<file path="config.mk">
export PLATFORM = sky130hd
export DESIGN_NAME = wb_stage
export DESIGN_NICKNAME = d
export VERILOG_FILES = /design/src/rtl/wb_stage.sv
export SDC_FILE = /design/constraint.sdc
export NUM_CORES = 1
export LEC_CHECK = 0
export CAP_MARGIN = 5
export CORE_MARGIN = 2
export CORE_UTILIZATION = 43
export CTS_CLUSTER_DIAMETER = 100
export DETAILED_ROUTE_END_ITERATION = 8
export PLACE_DENSITY = 0.91
export SLEW_MARGIN = 40
export SYNTH_ARGS = -nofsm -noshare
export SYNTH_HDL_FRONTEND = slang
export SYNTH_SLANG_ARGS = --single-unit
</file>
<file path="constraint.sdc">
create_clock -name i_clock -period 2.55 [get_ports i_clock]
set_input_delay 0.51 -clock i_clock [delete_from_list [all_inputs] [get_ports i_clock]]
set_output_delay 0.51 -clock i_clock [all_outputs]
set_load 0.005 [all_outputs]
</file>
<file path="src/rtl/wb_stage.sv">
// -----------------------------------------------------------------------------
// wb_stage : write-back stage of the 5-stage pipeline (writer end of the GPR
// write port).
//
// Latches the MEM/WB payload, forms the write-back result (ALU, sized and
// extended load, or link address), drives the register-file write port and
// counts retired instructions. Each instruction commits exactly once, even
// when it is held in WB across a multi-cycle stall.
//
// Optional feature macro: WB_BYPASS_EN
//   When defined, decode-side forwarding ports are added. Decode operands
//   then see the value being committed in the same cycle. When undefined,
//   those ports do not exist, and decode sees a write only after its commit
//   edge.
//
// Parameters
//   CNT_W     width of the retired-instruction counter
//   LINK_OFS  offset added to the instruction PC for link writes
//
// Ports
//   i_clock            rising-edge clock
//   i_resetn           synchronous active-low reset
//   i_mem_valid        MEM stage presents a valid instruction
//   i_mem_instr[31:0]  instruction word, opcode in [31:26]
//   i_mem_alu_result   ALU result / effective address
//   i_mem_load_data    raw aligned word from data memory
//   i_mem_pc           PC of the instruction
//   i_mem_dst[4:0]     destination register number
//   i_mem_reg_write    instruction writes a GPR
//   i_mem_wb_sel[1:0]  00 ALU, 01 load, 10 link, 11 reserved (writes 0)
//   i_stall            hold all WB registers
//   i_flush            squash the instruction entering WB (beats stall)
//   i_rs_num/i_rt_num  decode operand numbers        (WB_BYPASS_EN only)
//   i_gpr_a/i_gpr_b    register-file read data       (WB_BYPASS_EN only)
//   o_a_fwd/o_b_fwd    forwarded decode operands     (WB_BYPASS_EN only)
//   o_reg_write        GPR write enable
//   o_num_write        GPR write index (0 when WB is empty)
//   o_data_write       GPR write data  (0 when WB is empty)
//   o_wb_valid         WB register holds a valid instruction
//   o_retired_count    committed instruction count, wraps mod 2^CNT_W
// -----------------------------------------------------------------------------
module wb_stage #(
    parameter int          CNT_W    = 32,
    parameter logic [31:0] LINK_OFS = 32'd8
) (
    input  logic             i_clock,
    input  logic             i_resetn,
    input  logic             i_mem_valid,
    input  logic [31:0]      i_mem_instr,
    input  logic [31:0]      i_mem_alu_result,
    input  logic [31:0]      i_mem_load_data,
    input  logic [31:0]      i_mem_pc,
    input  logic [4:0]       i_mem_dst,
    input  logic             i_mem_reg_write,
    input  logic [1:0]       i_mem_wb_sel,
    input  logic             i_stall,
    input  logic             i_flush,
`ifdef WB_BYPASS_EN
    input  logic [4:0]       i_rs_num,
    input  logic [4:0]       i_rt_num,
    input  logic [31:0]      i_gpr_a,
    input  logic [31:0]      i_gpr_b,
    output logic [31:0]      o_a_fwd,
    output logic [31:0]      o_b_fwd,
`endif
    output logic             o_reg_write,
    output logic [4:0]       o_num_write,
    output logic [31:0]      o_data_write,
    output logic             o_wb_valid,
    output logic [CNT_W-1:0] o_retired_count
);

    localparam logic [1:0] SEL_ALU  = 2'b00;
    localparam logic [1:0] SEL_LOAD = 2'b01;
    localparam logic [1:0] SEL_LINK = 2'b10;

    localparam logic [5:0] OP_LB  = 6'h20;
    localparam logic [5:0] OP_LH  = 6'h21;
    localparam logic [5:0] OP_LBU = 6'h24;
    localparam logic [5:0] OP_LHU = 6'h25;

    // WB pipeline registers
    logic             r_valid;
    logic             r_committed;
    logic             r_reg_write;
    logic [4:0]       r_dst;
    logic [31:0]      r_data;
    logic [CNT_W-1:0] r_count;

    logic [5:0]       w_opcode;
    logic [1:0]       w_offset;
    logic [7:0]       w_byte;
    logic [15:0]      w_half;
    logic [31:0]      w_load_val;
    logic [31:0]      w_result;
    logic             w_retire;
    logic             w_unused_instr;

    assign w_opcode       = i_mem_instr[31:26];
    assign w_offset       = i_mem_alu_result[1:0];
    assign w_unused_instr = ^i_mem_instr[25:0];

    // Little-endian lane select; halfwords ignore address bit 0.
    always_comb begin
        w_byte = i_mem_load_data[7:0];
        case (w_offset)
            2'd0:    w_byte = i_mem_load_data[7:0];
            2'd1:    w_byte = i_mem_load_data[15:8];
            2'd2:    w_byte = i_mem_load_data[23:16];
            default: w_byte = i_mem_load_data[31:24];
        endcase
        w_half = w_offset[1] ? i_mem_load_data[31:16] : i_mem_load_data[15:0];
    end

    // Any opcode that is not a sub-word load takes the full word.
    always_comb begin
        w_load_val = i_mem_load_data;
        case (w_opcode)
            OP_LB:   w_load_val = {{24{w_byte[7]}}, w_byte};
            OP_LBU:  w_load_val = {24'h0, w_byte};
            OP_LH:   w_load_val = {{16{w_half[15]}}, w_half};
            OP_LHU:  w_load_val = {16'h0, w_half};
            default: w_load_val = i_mem_load_data;
        endcase
    end

    always_comb begin
        w_result = 32'h0;
        case (i_mem_wb_sel)
            SEL_ALU:  w_result = i_mem_alu_result;
            SEL_LOAD: w_result = w_load_val;
            SEL_LINK: w_result = i_mem_pc + LINK_OFS;
            default:  w_result = 32'h0;
        endcase
    end

    // An instruction retires on the first edge it spends in WB; committed
    // masks it on every later edge of a stall.
    assign w_retire = r_valid & ~r_committed;

    always_ff @(posedge i_clock) begin
        if (!i_resetn) begin
            r_valid     <= 1'b0;
            r_committed <= 1'b0;
            r_reg_write <= 1'b0;
            r_dst       <= 5'd0;
            r_data      <= 32'h0;
            r_count     <= '0;
        end else begin
            if (w_retire) begin
                r_count <= r_count + CNT_W'(1);
            end

            if (i_flush) begin
                r_valid     <= 1'b0;
                r_committed <= 1'b0;
            end else if (i_stall) begin
                if (r_valid) begin
                    r_committed <= 1'b1;
                end
            end else begin
                r_valid     <= i_mem_valid;
                r_committed <= 1'b0;
                r_reg_write <= i_mem_reg_write;
                r_dst       <= i_mem_dst;
                r_data      <= w_result;
            end
        end
    end

    // $0 writes are dropped here so the register file never sees them.
    assign o_reg_write     = r_valid & r_reg_write & (r_dst != 5'd0) & ~r_committed;
    assign o_num_write     = r_valid ? r_dst  : 5'd0;
    assign o_data_write    = r_valid ? r_data : 32'h0;
    assign o_wb_valid      = r_valid;
    assign o_retired_count = r_count;

`ifdef WB_BYPASS_EN
    // num_write==0 never coincides with reg_write, so $0 reads pass gpr as-is.
    assign o_a_fwd = (o_reg_write && (o_num_write == i_rs_num)) ? o_data_write : i_gpr_a;
    assign o_b_fwd = (o_reg_write && (o_num_write == i_rt_num)) ? o_data_write : i_gpr_b;
`endif

endmodule

</file>
* After elaboration in Yosys (flattened, before gate mapping) *
Cells that the tools add are included.

operators by class
  add/subtract/negate cells = 2
  div/mod/pow operators = 0
  equal/unequal tests = 8
  order comparisons = 0
  shift-type cells = 0
  bitwise logic cells = 8
  reductions and logical operators = 6
  muxes and demuxes = 6
  $mul = 0

operators by type and width
  cell                     count
  $pmux W32 S4             1
  $pmux W32 S3             1
  $add A32 B1 Y32 const B  1
  $add A32 B4 Y32 const B  1
  $mux W32                 1
  $eq A6 B6 Y1 const B     4
  $pmux W8 S3              1
  $mux W16                 1
  $mux W5                  1
  $reduce_bool A5 Y1       1
  $and A1 B1 Y1            4
  $eq A2 B1 Y1 const B     2
  $eq A2 B2 Y1 const B     2
  $logic_not A2 Y1         2
  $not A1 Y1               4
  $reduce_or A3 Y1         1
  $reduce_and A2 Y1        1
  $reduce_or A2 Y1         1

word-level totals
  word-level logic and storage cells = 36
  memory bits (read-only) = 0
  RAM bits = 0
  bits in latches = 0
  flip-flop bits (word level) = 72
  memories = 0
  input port bits = 141
  output and inout port bits = 71

* Logic depth before layout (Yosys ltp) *
Gate-level depths: netlist of the first run.

  depth after elaboration = 4
  depth in mapped cells = 8
  depth with buffers taken out = 6

* Worst setup path before layout of the first run *
Ideal clock, no wire load.

  path kind = input to register
  start point = input i_mem_instr[26]
  end point = register r_data[20]
  path buffers = 2
  stages = 7
  setup time = 0.069 ns
  data arrival time = 2.155 ns
  data required time = 2.481 ns
  setup slack = 0.327 ns
  path through = buf_2 -> or3b_2 -> a32o_1 -> a2111o_1 -> buf_2 -> a21bo_2 -> o21ai_1

between the ends
  longest elaborated chain between the ends = 3
  elaborated cells between the ends (all ways) = 6
  classes of those cells = eq/ne: 4; mux: 2

RTL lines
  item                  line  RTL
  start, declared       49    input logic [31:0] i_mem_instr,
  $eq A6 B6 Y1          118   case (w_opcode)
  $pmux W32 S4 *        118
  $pmux W32 S3 *        129   case (i_mem_wb_sel)
  end signal, assigned  166   r_data <= w_result;
  end, declared         87    logic [31:0] r_data;

Mark *: on every way between the ends. The rest lies on a longest branch, timed or not.
A chain may end at the register's enable or synchronous reset.

* Worst setup path in the final report of the first run *
  start point = input i_mem_load_data[23]
  end point = register r_data[22]

between the ends
  longest elaborated chain between the ends = 3

RTL lines
  item             line  RTL
  start, declared  51    input logic [31:0] i_mem_load_data,
  $pmux W8 S3      106   case (w_offset)
  $pmux W32 S4     118
  $pmux W32 S3     129

No other way between the ends.

==> results.txt, run 1 <==
----------------------------------------------------
[Placement]
  Global placer's final weighted congestion ... approximately 0.97
  Final HPWL from detailed placement ... around 14000 µm
  Placement Setup Slack ... -0.180 ns
  IO Port Bufs ... around 190

[Clock tree]
  Clock slew at reported path FFs ... 0.06 ns
  H-tree Lvls ... 3
  Root buf cell ... sky130_fd_sc_hd__clkbuf_16
  Number of clock sinks seen by CTS ... around 70
  Number of buffers added for setup after CTS ... 0
  Total CTS buffers ... 9
  Number of buffers on the longest clock path ... 2
  TritonCTS clock tree ... built
  Clock Latency Late Sink ... 0.33 ns

[Worst setup path]
  Crit path required time ... between 2 and 3 ns
  Crit path DAT ... roughly 2.7 ns
  Worst flop-to-flop path startpoint ... o_wb_valid$_SDFFE_PP0N_
  Kind of start point of the critical path ... input port
  Kind of end point of the critical path ... flop
  Maximum fanout along the worst path ... 10
  Critical setup path kind ... in2reg
  Worst Reg2Reg Path Length in Cells ... 7
  R2r endpoint ... o_retired_count[30]$_SDFFE_PN0P_
  Worst reg2reg setup slack ... around 0.47 ns

[Floorplan]
  Die Span X ... 112 µm
  Top-level port count ... 212
  Die Footprint ... approximately 12000 µm²
  Initial Util ... 43.7%
  Placement row count ... 39
  Overall die height ... 112 µm
  CORE AREA ... around 11000 µm²

[Logic synthesis]
  Cell with the most instances after synthesis ... sky130_fd_sc_hd__nand2_1
  Net count of the mapped netlist ... roughly 800
  Count of state elements after synthesis ... 72
  Synthesized instance count ... roughly 650
  Synth area leaders ... sky130_fd_sc_hd__dfxtp_1 (29%), sky130_fd_sc_hd__nand2_1 (5.5%), sky130_fd_sc_hd__and2_1 (5.2%)
  Synthesized area divided by synthesized cell count ... between 7 and 8 µm²
  Netlist cell types ... 62
  Number of enable-type register cells in the synthesized netlist ... 0
  Top FF cell, synth ... sky130_fd_sc_hd__dfxtp_1
  YS warnings ... 0
  Share of the synthesized area in the top cell type ... 29.0%
  Commonest cells in the netlist ... sky130_fd_sc_hd__nand2_1 (73), sky130_fd_sc_hd__dfxtp_1 (72), sky130_fd_sc_hd__nor2_1 (55)
  Register area share after synthesis ... 29.0%
  Post-synthesis async set-or-reset flop share ... 0%
  Cell type with the largest total area after synthesis ... sky130_fd_sc_hd__dfxtp_1
  Mapped cell area ... 4970 µm²

[Detailed routing]
  Wire length reported by the detailed router ... between 15000 and 20000 µm
  Violation count after the first detailed-route iteration ... around 640
  Length of the first detailed-routing pass in iterations ... 6
  Via density ... ~6
  Overall via count from detail_route ... between 5000 and 6000
  ANT nets after route ... 0
  Total DRC errors in the routed layout ... 0
  Avg WL per Cell ... between 15 and 20 µm

[Layout]
  Multi-input logic area ... between 3000 and 4000 µm²
  Area taken by flip-flops and latches ... roughly 1400 µm²
  Final-layout fill cell count ... 915
  Final design utilization ... a little under 70%
  Share of final-layout standard cells stronger than drive strength 1 ... 12.6%
  Final layout net count ... 1005
  Number of inserted diodes ... 0
  Growth of design area from synthesis to finish ... 54.2%

[Timing]
  Tightest slew margin relative to the limit ... between 40% and 50%
  Number of hold violations in the final report ... 0
  Final critical-path required period ... roughly 2.4 ns
  Setup ws final ... around 0.10 ns
  Slew at the pin closest to its max-slew limit ... approximately 0.8 ns
  Highest attainable clock frequency ... 0.408 GHz
  Fin Hold WS ... 0.454 ns
  Setup-failing EPs final ... 0
  Final clock skew ... 0.00554 ns
  Count of pins over their slew limit ... 0
  RSZ-0062 raised after global routing ... false
  Final period util ... just under 100%

[Power]
  Worst IR Drop VDD ... ~450 µV
  Ratio of total power to cell area ... just under 400 nW/µm²
  Leakage dissipation ... between 2 and 3 nW
  Total power ... 3.00 mW

[Hold path]
  Classification of the worst-slack hold path ... reg2reg
  Min-Delay Endpoint ... r_data[2]$_SDFFE_PN0P_
  Number of cells on the worst hold path ... 2
  Worst hold start ... r_data[2]$_SDFFE_PN0P_

[GRT]
  Total routing resource utilization after global routing ... ~28%
  Aggregate global routing overflow ... 0
  Maximum number of pins on one net before global-route repair ... 52
  Vias in the first global route ... approximately 5700
  Global-route wire length before repair ... roughly 28000 µm
  Antenna violations before repair ... 0

[Job]
  Max-cap violations ... 0

[Status]
  Run status ... finished, final reports clean

----------------------------------------------------
[per-layer routing]
metal | vias to the layer above | track usage [%] | share of wire (%)
met5 | - | 0 | 0
met4 | 0 | 15.9 | 4.8
met1 | 2719 | 34.7 | 39
met2 | 380 | 46.3 | 47
met3 | 71 | 4.84 | 9.5
li1 | 2810 | - | -
[stage by stage]
stage | cell area, µm² | cells | setup TNS [ns]
finish | 7660 | 1010 | 0
global route | 7660 | 1010 | 0
CTS | 7660 | 1010 | 0
detailed placement | 7380 | 994 | -3.20
global placement | 7380 | 994 | -2.28
floorplan | 4970 | 646 | 0
[flip-flops by register name, summed over array words and instances (netlist names)]
signal / count
r_dst: 5
o_retired_count: 32
o_wb_valid: 1
r_committed: 1
r_reg_write: 1
r_data: 32
[critical path, cell delays in order]
cell and delay, ns:
sky130_fd_sc_hd__clkdlybuf4s50_1 0.53, sky130_fd_sc_hd__or3b_2 0.46, sky130_fd_sc_hd__a32o_1 0.30, sky130_fd_sc_hd__a2111o_1 0.59, sky130_fd_sc_hd__a21bo_2 0.25, sky130_fd_sc_hd__o21ai_1 0.07
[kinds of logic (layout without fill, tap and decap cells)]
group           after synthesis  count (layout)  share of synthesized area [%]
simple gates                287             287                           29.9
buf+inv                      50             271                           3.88
flops                        72              72                           29.0
mux                          23              23                           6.59
xor+xnor                     46              46                           8.10
compound gates              166             166                           22.0
fa+ha+maj                     2               2                          0.503
[power by group]
part / switching (mW) / leakage (nW) / internal (mW) / total [mW]
combinational: 0.284 / 1.99 / 0.342 / 0.626
clock: 0.532 / 0.135 / 0.675 / 1.21
sequential: 0.0175 / 0.583 / 1.15 / 1.17
total: 0.833 / 2.71 / 2.17 / 3.00
[placed cells by master (no fill, tap or decap), drive strengths merged, types with 9 or more instances in the layout]
cell type      instances
nand4                 23
a21oi                 47
xnor2                 22
or3                   10
nor2                  55
nand3                 22
clkdlybuf4s50        185
nand2b                 9
dfxtp                 72
buf                   63
xor2                  24
and2                  41
clkbuf                 9
inv                    9
o21ai                 41
a211oi                16
nor3                  15
nand2                 73
[worst max-delay path by stage]
stage               slack (ns)  cells past startpoint                     from                 endpoint
floorplan                 0.33                      7          i_mem_instr[26]  r_data[20]$_SDFFE_PN0P_
global placement         -0.17                      6          i_mem_instr[26]  r_data[24]$_SDFFE_PN0P_
CTS                       0.15                      6      i_mem_load_data[23]  r_data[22]$_SDFFE_PN0P_
finish                    0.10                      6      i_mem_load_data[23]  r_data[22]$_SDFFE_PN0P_
global route              0.05                      3  o_wb_valid$_SDFFE_PP0N_         o_data_write[14]
detailed placement       -0.18                      6      i_mem_load_data[23]  r_data[22]$_SDFFE_PN0P_
[cell type report]
cell class | count | area share [%]
timing repair buffer | 248 | 31.2
clock buffer | 9 | 2.94
multi-input combinational | 524 | 43.6
tap | 143 | 2.33
sequential | 72 | 18.8
clock inverter | 7 | 0.800
inverter | 7 | 0.343
[what timing repair did]
action	4_1_cts	5_1_grt
hold buffers	0	0
endpoints found under the setup margin	0	1
resized for setup	0	1
Note: power is estimated with default switching activity, not from simulation.
==> run 2: changes to the inputs <==
- CORE_UTILIZATION: 43 -> 65
- DONT_BUFFER_PORTS: default -> 1
==> run 2 against run 1 <==
  * Sequential power about the same
  * Register-to-register slack worse by 0.30 ns
  * Clock skew grew 0.0023 ns
  * Sequential cell count did not move
  * Count of clock-buffer cells in the layout stayed put
  * Via count shrank 16%
  * First-iteration DRC count down 39%
  * Routed wire length shrank 15%
  * Critical endpoint is now o_retired_count[28]$_SDFFE_PN0P_
  * Highest routed layer unchanged
==> results.txt, run 2 (synthesized netlist as in run 1, its figures left out) <==
----------------------------------------------------
[Status]
  Run status ... finished, final reports clean (unchanged)

[Clock tree]
  Number of buffers added for setup after CTS ... 0 (unchanged)
  H-tree Lvls ... 3 (unchanged)
  Number of buffers on the longest clock path ... 2 (unchanged)
  Clock Latency Late Sink ... 0.35 ns (was 0.33 ns)
  Number of clock sinks seen by CTS ... 72 (unchanged)
  Total CTS buffers ... 9 (unchanged)
  CTS-repair resized insts ... 0 (unchanged)
  TritonCTS clock tree ... built (unchanged)
  Clock slew at reported path FFs ... 0.08 ns (was 0.06 ns)
  Root buf cell ... sky130_fd_sc_hd__clkbuf_8 (was sky130_fd_sc_hd__clkbuf_16)
  Cts hold-fix bufs ... 0 (unchanged)

[Detailed routing]
  Wire length on met1 ... 5480 µm (was 6860 µm)
  Length of the first detailed-routing pass in iterations ... 6 (unchanged)
  Avg WL per Cell ... 20.7 µm (was 17.6 µm)
  Topmost layer with routed signal wires ... met4 (unchanged)
  Detailed-routed wire length on met3 ... 1680 µm (was 1690 µm)
  ANT nets after route ... 0 (unchanged)
  Via density ... 6.85 (was 5.92)
  Violation count after the first detailed-route iteration ... 389 (was 639)
  Overall via count from detail_route ... 5001 (was 5980)
  Amount of wire on met2 after detailed routing ... 7330 µm (was 8360 µm)
  Wire length reported by the detailed router ... 15100 µm (was 17800 µm)
  Total DRC errors in the routed layout ... 0 (unchanged)

[Power]
  Worst IR Drop VDD ... 245 µV (was 451 µV)
  Total power ... 2.30 mW (was 3.00 mW)
  Ratio of total power to cell area ... 441 nW/µm² (was 391 nW/µm²)
  Leakage dissipation ... 1.70 nW (was 2.71 nW)

[Timing]
  Highest attainable clock frequency ... 0.419 GHz (was 0.408 GHz)
  Sum of negative setup slack ... 0 ns (unchanged)
  Slew at the pin closest to its max-slew limit ... 0.765 ns (was 0.799 ns)
  Number of hold violations in the final report ... 0 (unchanged)
  Tightest slew margin relative to the limit ... 48.8% (was 46.6%)
  Final clock skew ... 0.00789 ns (was 0.00554 ns)
  RSZ-0062 raised after global routing ... false (unchanged)
  Final critical-path required period ... 2.38 ns (was 2.45 ns)
  Final period util ... 93.5% (was 96.1%)
  Setup-failing EPs final ... 0 (unchanged)
  Count of pins over their slew limit ... 0 (unchanged)

[Layout]
  Area taken by flip-flops and latches ... 1440 µm² (unchanged)
  Final std cell area, no fill ... 5210 µm² (was 7660 µm²)
  Multi-input logic area ... 3350 µm² (was 3340 µm²)
  Most common cell after layout, fill and taps aside ... sky130_fd_sc_hd__nand2_1 (was sky130_fd_sc_hd__clkdlybuf4s50_1)
  Final design utilization ... 71.1% (was 67.4%)
  Growth of design area from synthesis to finish ... 4.83% (was 54.2%)
  Number of inserted diodes ... 0 (unchanged)
  Final-layout fill cell count ... 572 (was 915)
  Share of final-layout standard cells stronger than drive strength 1 ... 9.35% (was 12.6%)
  Most frequent cells in the layout ... sky130_fd_sc_hd__nand2_1 (73), sky130_fd_sc_hd__dfxtp_1 (72), sky130_fd_sc_hd__nor2_1 (54) (was sky130_fd_sc_hd__clkdlybuf4s50_1 (185), sky130_fd_sc_hd__nand2_1 (73), sky130_fd_sc_hd__dfxtp_1 (72))
  Final layout net count ... 769 (was 1005)

[Floorplan]
  Die Span X ... 91.5 µm (was 112 µm)
  Die Footprint ... 8360 µm² (was 12400 µm²)
  Initial Util ... 67.8% (was 43.7%)
  Placement row count ... 31 (was 39)
  CORE AREA ... 7330 µm² (was 11400 µm²)
  Overall die height ... 91.5 µm (was 112 µm)
  Top-level port count ... 212 (unchanged)

[Job]
  Max-cap violations ... 0 (unchanged)

[GRT]
  Vias in the first global route ... 4796 (was 5683)
  Antenna violations before repair ... 0 (unchanged)
  Maximum number of pins on one net before global-route repair ... 60 (was 52)
  Global-route wire length before repair ... 23900 µm (was 28300 µm)
  Total routing resource utilization after global routing ... 35.7% (was 28.1%)
  Aggregate global routing overflow ... 0 (unchanged)

[Worst setup path]
  Maximum fanout along the worst path ... 11 (was 10)
  Worst reg2reg setup slack ... 0.17 ns (was 0.47 ns)
  Cell breakdown of the critical path ... and4_1 -> and4_1 -> nand4_1 -> or4_1 -> a21oi_1 (was clkdlybuf4s50_1 -> or3b_2 -> a32o_1 -> a2111o_1 -> a21bo_2 -> o21ai_1)
  Critical path's most frequent cell ... sky130_fd_sc_hd__and4_1
  Crit path DAT ... 2.65 ns (was 2.72 ns)
  Critical setup path kind ... reg2reg (was in2reg)
  Largest stage delay on the critical path ... 0.61 ns (was 0.59 ns)
  Standard cell with the maximum stage delay on the critical path ... sky130_fd_sc_hd__or4_1 (was sky130_fd_sc_hd__a2111o_1)
  Kind of start point of the critical path ... flop (was input port)
  Crit path required time ... 2.82 ns (about the same)
  Kind of end point of the critical path ... flop (unchanged)

[Placement]
  IO Port Bufs ... 0 (was 185)
  Cell area reported after detailed placement ... 5020 µm² (was 7380 µm²)
  Global placer's final weighted congestion ... 0.948 (was 0.973)
  Final HPWL from detailed placement ... 11300 µm (was 13800 µm)

[Hold path]
  Classification of the worst-slack hold path ... in2reg (was reg2reg)

----------------------------------------------------
-- run 2: final cells by class --
| cell class | instances | area share, % |
|---|---|---|
| clock buffer | 9 | 2.38 |
| clock inverter | 7 | 1.15 |
| inverter | 7 | 0.504 |
| multi-input combinational | 524 | 64.2 |
| sequential | 72 | 27.7 |
| tap | 99 | 2.38 |
| timing repair buffer | 12 | 1.73 |
-- run 2: worst max-delay path, delay by kind of cell, from the launching register on --
family	cells	cell delay, ns
and+or+nand+nor	4	1.65
AOI/OAI and AO/OA	1	0.20
DFF	1	0.44
-- run 2: metrics by stage --
step           hold WS, ns  instances  setup slack [ns]
2_1_floorplan        0.427        646             0.327
5_1_grt              0.204        730            0.0397
3_5_place_dp         0.442        714             0.188
4_1_cts              0.213        730             0.150
3_3_place_gp         0.435        714             0.315
6_report             0.228        730             0.166
-- run 2: path summary, 6_finish.rpt --
| check | depth (start not counted) | startpoint | to |
|---|---|---|---|
| hold / removal | 1 | i_flush | o_wb_valid$_SDFFE_PP0N_ |
| hold reg to reg | 2 | r_data[4]$_SDFFE_PN0P_ | r_data[4]$_SDFFE_PN0P_ |
| setup reg to reg | 5 | o_retired_count[10]$_SDFFE_PN0P_ | o_retired_count[28]$_SDFFE_PN0P_ |
| setup / recovery | 5 | o_retired_count[10]$_SDFFE_PN0P_ | o_retired_count[28]$_SDFFE_PN0P_ |
-- run 2: routing by layer --
| metal | track usage (%) | vias up |
|---|---|---|
| met2 | 60.9 | 346 |
| met1 | 40.5 | 2266 |
| li1 | - | 2332 |
| met4 | 16.5 | 0 |
| met3 | 11.0 | 57 |
| met5 | 0 | - |
-- run 2: power by group --
part           switching [mW]  internal (mW)
logic                   0.149          0.133
clock network           0.483          0.369
registers              0.0162           1.15
total                   0.649           1.65
==> run 3: changes to the inputs <==
- GPL_TIMING_DRIVEN: default -> 0
- MAX_ROUTING_LAYER: default -> met4
- RECOVER_POWER: default -> 50
==> run 3 against run 2 <==
  * Routed wire length is 5.8% higher
  * Maximum frequency is 2.0% higher
  * Worst setup slack better by 0.046 ns
  * Critical path depth is 2 lower
  * Global-route usage is 3.2 points higher
  * Final cell count is 4.2% higher
  * Critical path type is now reg2out
  * Highest routed layer unchanged
==> results.txt, run 3 (synthesized netlist as in run 1, its figures left out) <==
----------------------------------------------------
[Status]
  Run status ... finished, final reports clean (unchanged)

[Power]
  Total power ... 2.44 mW (was 2.30 mW)
  Leakage dissipation ... 1.70 nW (about the same)
  Ratio of total power to cell area ... 460 nW/µm² (was 441 nW/µm²)
  Worst IR Drop VDD ... 345 µV (was 245 µV)

[Clock tree]
  CTS-repair resized insts ... 0 (unchanged)
  Total CTS buffers ... 9 (unchanged)
  Number of buffers on the longest clock path ... 2 (unchanged)
  TritonCTS clock tree ... built (unchanged)
  Clock Latency Late Sink ... 0.34 ns (was 0.35 ns)
  Number of buffers added for setup after CTS ... 0 (unchanged)
  Root buf cell ... sky130_fd_sc_hd__clkbuf_8 (unchanged)
  Cts hold-fix bufs ... 0 (unchanged)
  H-tree Lvls ... 3 (unchanged)
  Clock slew at reported path FFs ... 0.08 ns (about the same)
  Number of clock sinks seen by CTS ... 72 (unchanged)

[Timing]
  Slew at the pin closest to its max-slew limit ... 0.769 ns (was 0.765 ns)
  Setup-failing EPs final ... 0 (unchanged)
  Highest attainable clock frequency ... 0.428 GHz (was 0.419 GHz)
  Number of hold violations in the final report ... 0 (unchanged)
  Tightest slew margin relative to the limit ... 48.4% (was 48.8%)
  Sum of negative setup slack ... 0 ns (unchanged)
  RSZ-0062 raised after global routing ... false (unchanged)
  Count of pins over their slew limit ... 0 (unchanged)
  Final clock skew ... 0.00797 ns (was 0.00789 ns)
  Setup ws final ... 0.212 ns (was 0.166 ns)
  Final critical-path required period ... 2.34 ns (was 2.38 ns)
  Final period util ... 91.7% (was 93.5%)

[GRT]
  Global-route wire length before repair ... 25300 µm (was 23900 µm)
  Total routing resource utilization after global routing ... 38.9% (was 35.7%)
  Antenna violations before repair ... 0 (unchanged)
  Aggregate global routing overflow ... 0 (unchanged)
  Maximum number of pins on one net before global-route repair ... 14 (was 60)
  Vias in the first global route ... 5206 (was 4796)

[Detailed routing]
  Via density ... 6.79 (was 6.85)
  Wire length reported by the detailed router ... 16000 µm (was 15100 µm)
  Violation count after the first detailed-route iteration ... 372 (was 389)
  Amount of wire on met2 after detailed routing ... 7500 µm (was 7330 µm)
  Overall via count from detail_route ... 5168 (was 5001)
  Topmost layer with routed signal wires ... met4 (unchanged)
  Length of the first detailed-routing pass in iterations ... 6 (unchanged)
  Detailed-routed wire length on met3 ... 1760 µm (was 1680 µm)
  Wire length on met1 ... 5970 µm (was 5480 µm)
  Total DRC errors in the routed layout ... 0 (unchanged)
  ANT nets after route ... 0 (unchanged)
  Avg WL per Cell ... 21.0 µm (was 20.7 µm)

[Hold path]
  Worst hold start ... i_flush (unchanged)
  Min-Delay Endpoint ... o_wb_valid$_SDFFE_PP0N_ (unchanged)
  Number of cells on the worst hold path ... 1 (unchanged)
  Classification of the worst-slack hold path ... in2reg (unchanged)

[Worst setup path]
  Crit path DAT ... 1.83 ns (was 2.65 ns)
  Worst reg2reg setup slack ... 0.23 ns (was 0.17 ns)
  Crit path required time ... 2.04 ns (was 2.82 ns)
  Maximum fanout along the worst path ... 10 (was 11)
  Kind of start point of the critical path ... flop (unchanged)
  Critical setup path kind ... reg2out (was reg2reg)
  R2r endpoint ... o_retired_count[26]$_SDFFE_PN0P_ (was o_retired_count[28]$_SDFFE_PN0P_)
  Kind of end point of the critical path ... output port (was flop)
  Worst flop-to-flop path startpoint ... o_retired_count[9]$_SDFFE_PN0P_ (was o_retired_count[10]$_SDFFE_PN0P_)
  Worst Reg2Reg Path Length in Cells ... 7 (was 5)

[Layout]
  Number of inserted diodes ... 0 (unchanged)
  Final layout net count ... 800 (was 769)
  Most frequent cells in the layout ... sky130_fd_sc_hd__nand2_1 (73), sky130_fd_sc_hd__dfxtp_1 (72), sky130_fd_sc_hd__nor2_1 (55) (was sky130_fd_sc_hd__nand2_1 (73), sky130_fd_sc_hd__dfxtp_1 (72), sky130_fd_sc_hd__nor2_1 (54))
  Final instance count without filler cells ... 761 (was 730)
  Final std cell area, no fill ... 5300 µm² (was 5210 µm²)
  Most common cell after layout, fill and taps aside ... sky130_fd_sc_hd__nand2_1 (unchanged)
  Share of final-layout standard cells stronger than drive strength 1 ... 7.25% (was 9.35%)
  Growth of design area from synthesis to finish ... 6.70% (was 4.83%)

[Placement]
  Cell area reported after detailed placement ... 5100 µm² (was 5020 µm²)
  Placement Setup Slack ... 0.0303 ns (was 0.188 ns)
  Placed cells ... 745 (was 714)
  Global placer's final weighted congestion ... 0.997 (was 0.948)
  Final HPWL from detailed placement ... 12500 µm (was 11300 µm)
  IO Port Bufs ... 0 (unchanged)

[Floorplan]
  Die Span X ... 91.5 µm (unchanged)
  Overall die height ... 91.5 µm (unchanged)
  Top-level port count ... 212 (unchanged)
  Placement row count ... 31 (unchanged)
  Die Footprint ... 8360 µm² (unchanged)
  Initial Util ... 67.8% (unchanged)
  CORE AREA ... 7330 µm² (unchanged)

[Job]
  Max-cap violations ... 0 (unchanged)

----------------------------------------------------
[run 3: critical path, stage by stage, from the launching register on]
cell	delay [ns]
sky130_fd_sc_hd__dfxtp_1	0.49
sky130_fd_sc_hd__clkbuf_1	0.38
sky130_fd_sc_hd__clkbuf_1	0.38
sky130_fd_sc_hd__and2_1	0.24
[run 3: report_power, final]
group / internal (mW) / switching, mW
logic: 0.133 / 0.192
clock network: 0.482 / 0.466
registers: 1.15 / 0.0166
total: 1.76 / 0.674
[run 3: worst max-delay path by stage]
stage,startpoint,end,slack (ns),depth (start not counted)
final,o_wb_valid$_SDFFE_PP0N_,o_data_write[25],0.21,3
after global routing,o_retired_count[9]$_SDFFE_PN0P_,o_retired_count[26]$_SDFFE_PN0P_,0.06,7
after CTS,o_wb_valid$_SDFFE_PP0N_,o_data_write[30],0.23,3
after detailed placement,i_mem_instr[27],r_data[0]$_SDFFE_PN0P_,0.03,7
after global placement,i_mem_instr[27],r_data[0]$_SDFFE_PN0P_,0.05,7
after floorplan,i_mem_instr[26],r_data[20]$_SDFFE_PN0P_,0.33,7
[run 3: per-layer routing]
metal | track usage (%) | up-vias
li1 | - | 2402
met1 | 44.2 | 2385
met2 | 63.8 | 330
met3 | 9.38 | 51
met4 | 19.4 | 0
met5 | - | -
[run 3: final cells by class]
cell class | count | area, µm²
Sequential cell | 72 | 1440
Clock buffer | 10 | 138
Tap cell | 99 | 124
Inverter | 7 | 26.3
Fill cell | 604 | 2030
Multi-Input combinational cell | 524 | 3340
Buffer | 43 | 164
Clock inverter | 6 | 67.6
[run 3: metrics by stage]
step | utilization [%] | hold WS (ns)
2_1_floorplan | - | 0.427
3_3_place_gp | 69.5 | 0.435
3_5_place_dp | 69.6 | 0.440
4_1_cts | 72.4 | 0.233
5_1_grt | 72.4 | 0.238
6_report | 72.4 | 0.243
==> RTL change: new RTL, config.mk and constraints of run 3 <==
The parameter `CNT_W` goes from 32 to 64.
--- a/src/rtl/wb_stage.sv
+++ b/src/rtl/wb_stage.sv
@@ -42,3 +42,3 @@
 module wb_stage #(
-    parameter int          CNT_W    = 32,
+    parameter int          CNT_W    = 64,
     parameter logic [31:0] LINK_OFS = 32'd8
Interface: changed (resized o_retired_count); port bits go from 212 to 244. The function was not compared with the original's and may differ.
==> RTL change against run 3 <==
- area after synthesis is 28% higher
- core utilization decreased by 2.5 points
- design area up 27%
- setup slack improved by 0.017 ns
- wire length grew 27%
- sequential cell count up 32
- sequential share of layout area is 3.8 points higher
- power up 23%
- largest cell class unchanged
==> RTL change: results <==
[status]
outcome = "complete, no violations"

[logic_synthesis]
synth_cell_types = 58
syn_nets = 945
yosys-top-cells-count = "104 x dfxtp_1, 91 x nor2_1, 72 x nand2_1, 61 x a21oi_1, 50 x xnor2_1"
seq_area_frac_synth_pct = 32.74
postSynthCellCount = 802
netlist_top_cells_area = "dfxtp_1 33%, xnor2_1 6.9%, nor2_1 5.4%"

[layout]
sh_seq_area_pct = 30.94
non_clock_inverter_count = 19
regArea_um2 = 2082
multi_input_area_share_pct = 59.92
clk_share_pct = 2.751
antenna_cells = 2
fill_cells = 818
buffer_area_share_pct = 2.789
largest_reg_flops = 64
drive_above_1_share_pct = 6.601
num-nets-final = 956
n_all_buffers = 45
clock_buffers = 14
multi_input_gates = 634

[power_and_ir_drop]
ir_drop_v = 0.0002438
p_comb_uw = 338
seqPwrFrac_pct = 55.7
leakage_nw = 2.306
power_mw = 2.987
swShare_pct = 25.93

[floorplanning]
nWellTaps = 133

[critical_path]
worstRegToRegCells = 8
cpLargestDelayFamily = "simple AND/OR/NAND/NOR gates"
path_max_fanout = 6
startpoint = "o_retired_count[0]"
max_stage_delay_ns = 0.44

[drt]
firstDrtPassIters = 5
via_per_inst = 6.599
drtIter0Drc = 403
num_vias = 6289
drt_wl_total_um = 20360

[cts]
cts_sinks = 104
insertion_delay_ns = 0.37
clock-root-buffer = "clkbuf_8"
post_cts.repair.setup_buffers = 0

[sta]
skew_ns = 0.005401

[place]
gp_congestion = 0.9909
placed_cells = 935
placed_area_um2 = 6534
dp_slack_ns = -0.03138
place_hpwl_um = 15960

[global_routing]
antenna_found_initial = 2
first_global_vias = 5938
grtUsageTotal_pct = 38.44
grt_pass1_wl_um = 30340
grt_max_degree = 16
-- RTL change: cells by family (layout without fill, tap and decap cells) --
logic type / after synthesis / after routing / share of synthesized area, %
simple gates: 370 / 370 / 30.44
compound gates: 157 / 157 / 16.00
flops: 104 / 104 / 32.74
xor+xnor: 79 / 79 / 10.88
buf+inv: 64 / 80 / 4.073
mux: 26 / 26 / 5.470
fa+ha+maj: 2 / 2 / 0.3935
other cells: 0 / 2 / 0
-- RTL change: final timing paths --
| kind | slack, ns | end |
|---|---|---|
| min | 0.21 | r_committed |
| max reg2reg | 0.23 | o_retired_count[62] |
| min reg2reg | 0.46 | r_data[5] |
| max | 0.23 | o_retired_count[62] |
-- RTL change: layer usage --
| metal | wire, um | track usage [%] |
|---|---|---|
| met2 | 10040 | 64.39 |
| met3 | 2110 | 9.763 |
| met1 | 7484 | 43.96 |
| met5 | 0 | - |
| met4 | 724 | 15.38 |
-- RTL change: what timing repair did --
item,in CTS,in global routing
gates resized for setup,0,1
hold buffers,0,0
setup endpoints to repair,0,3
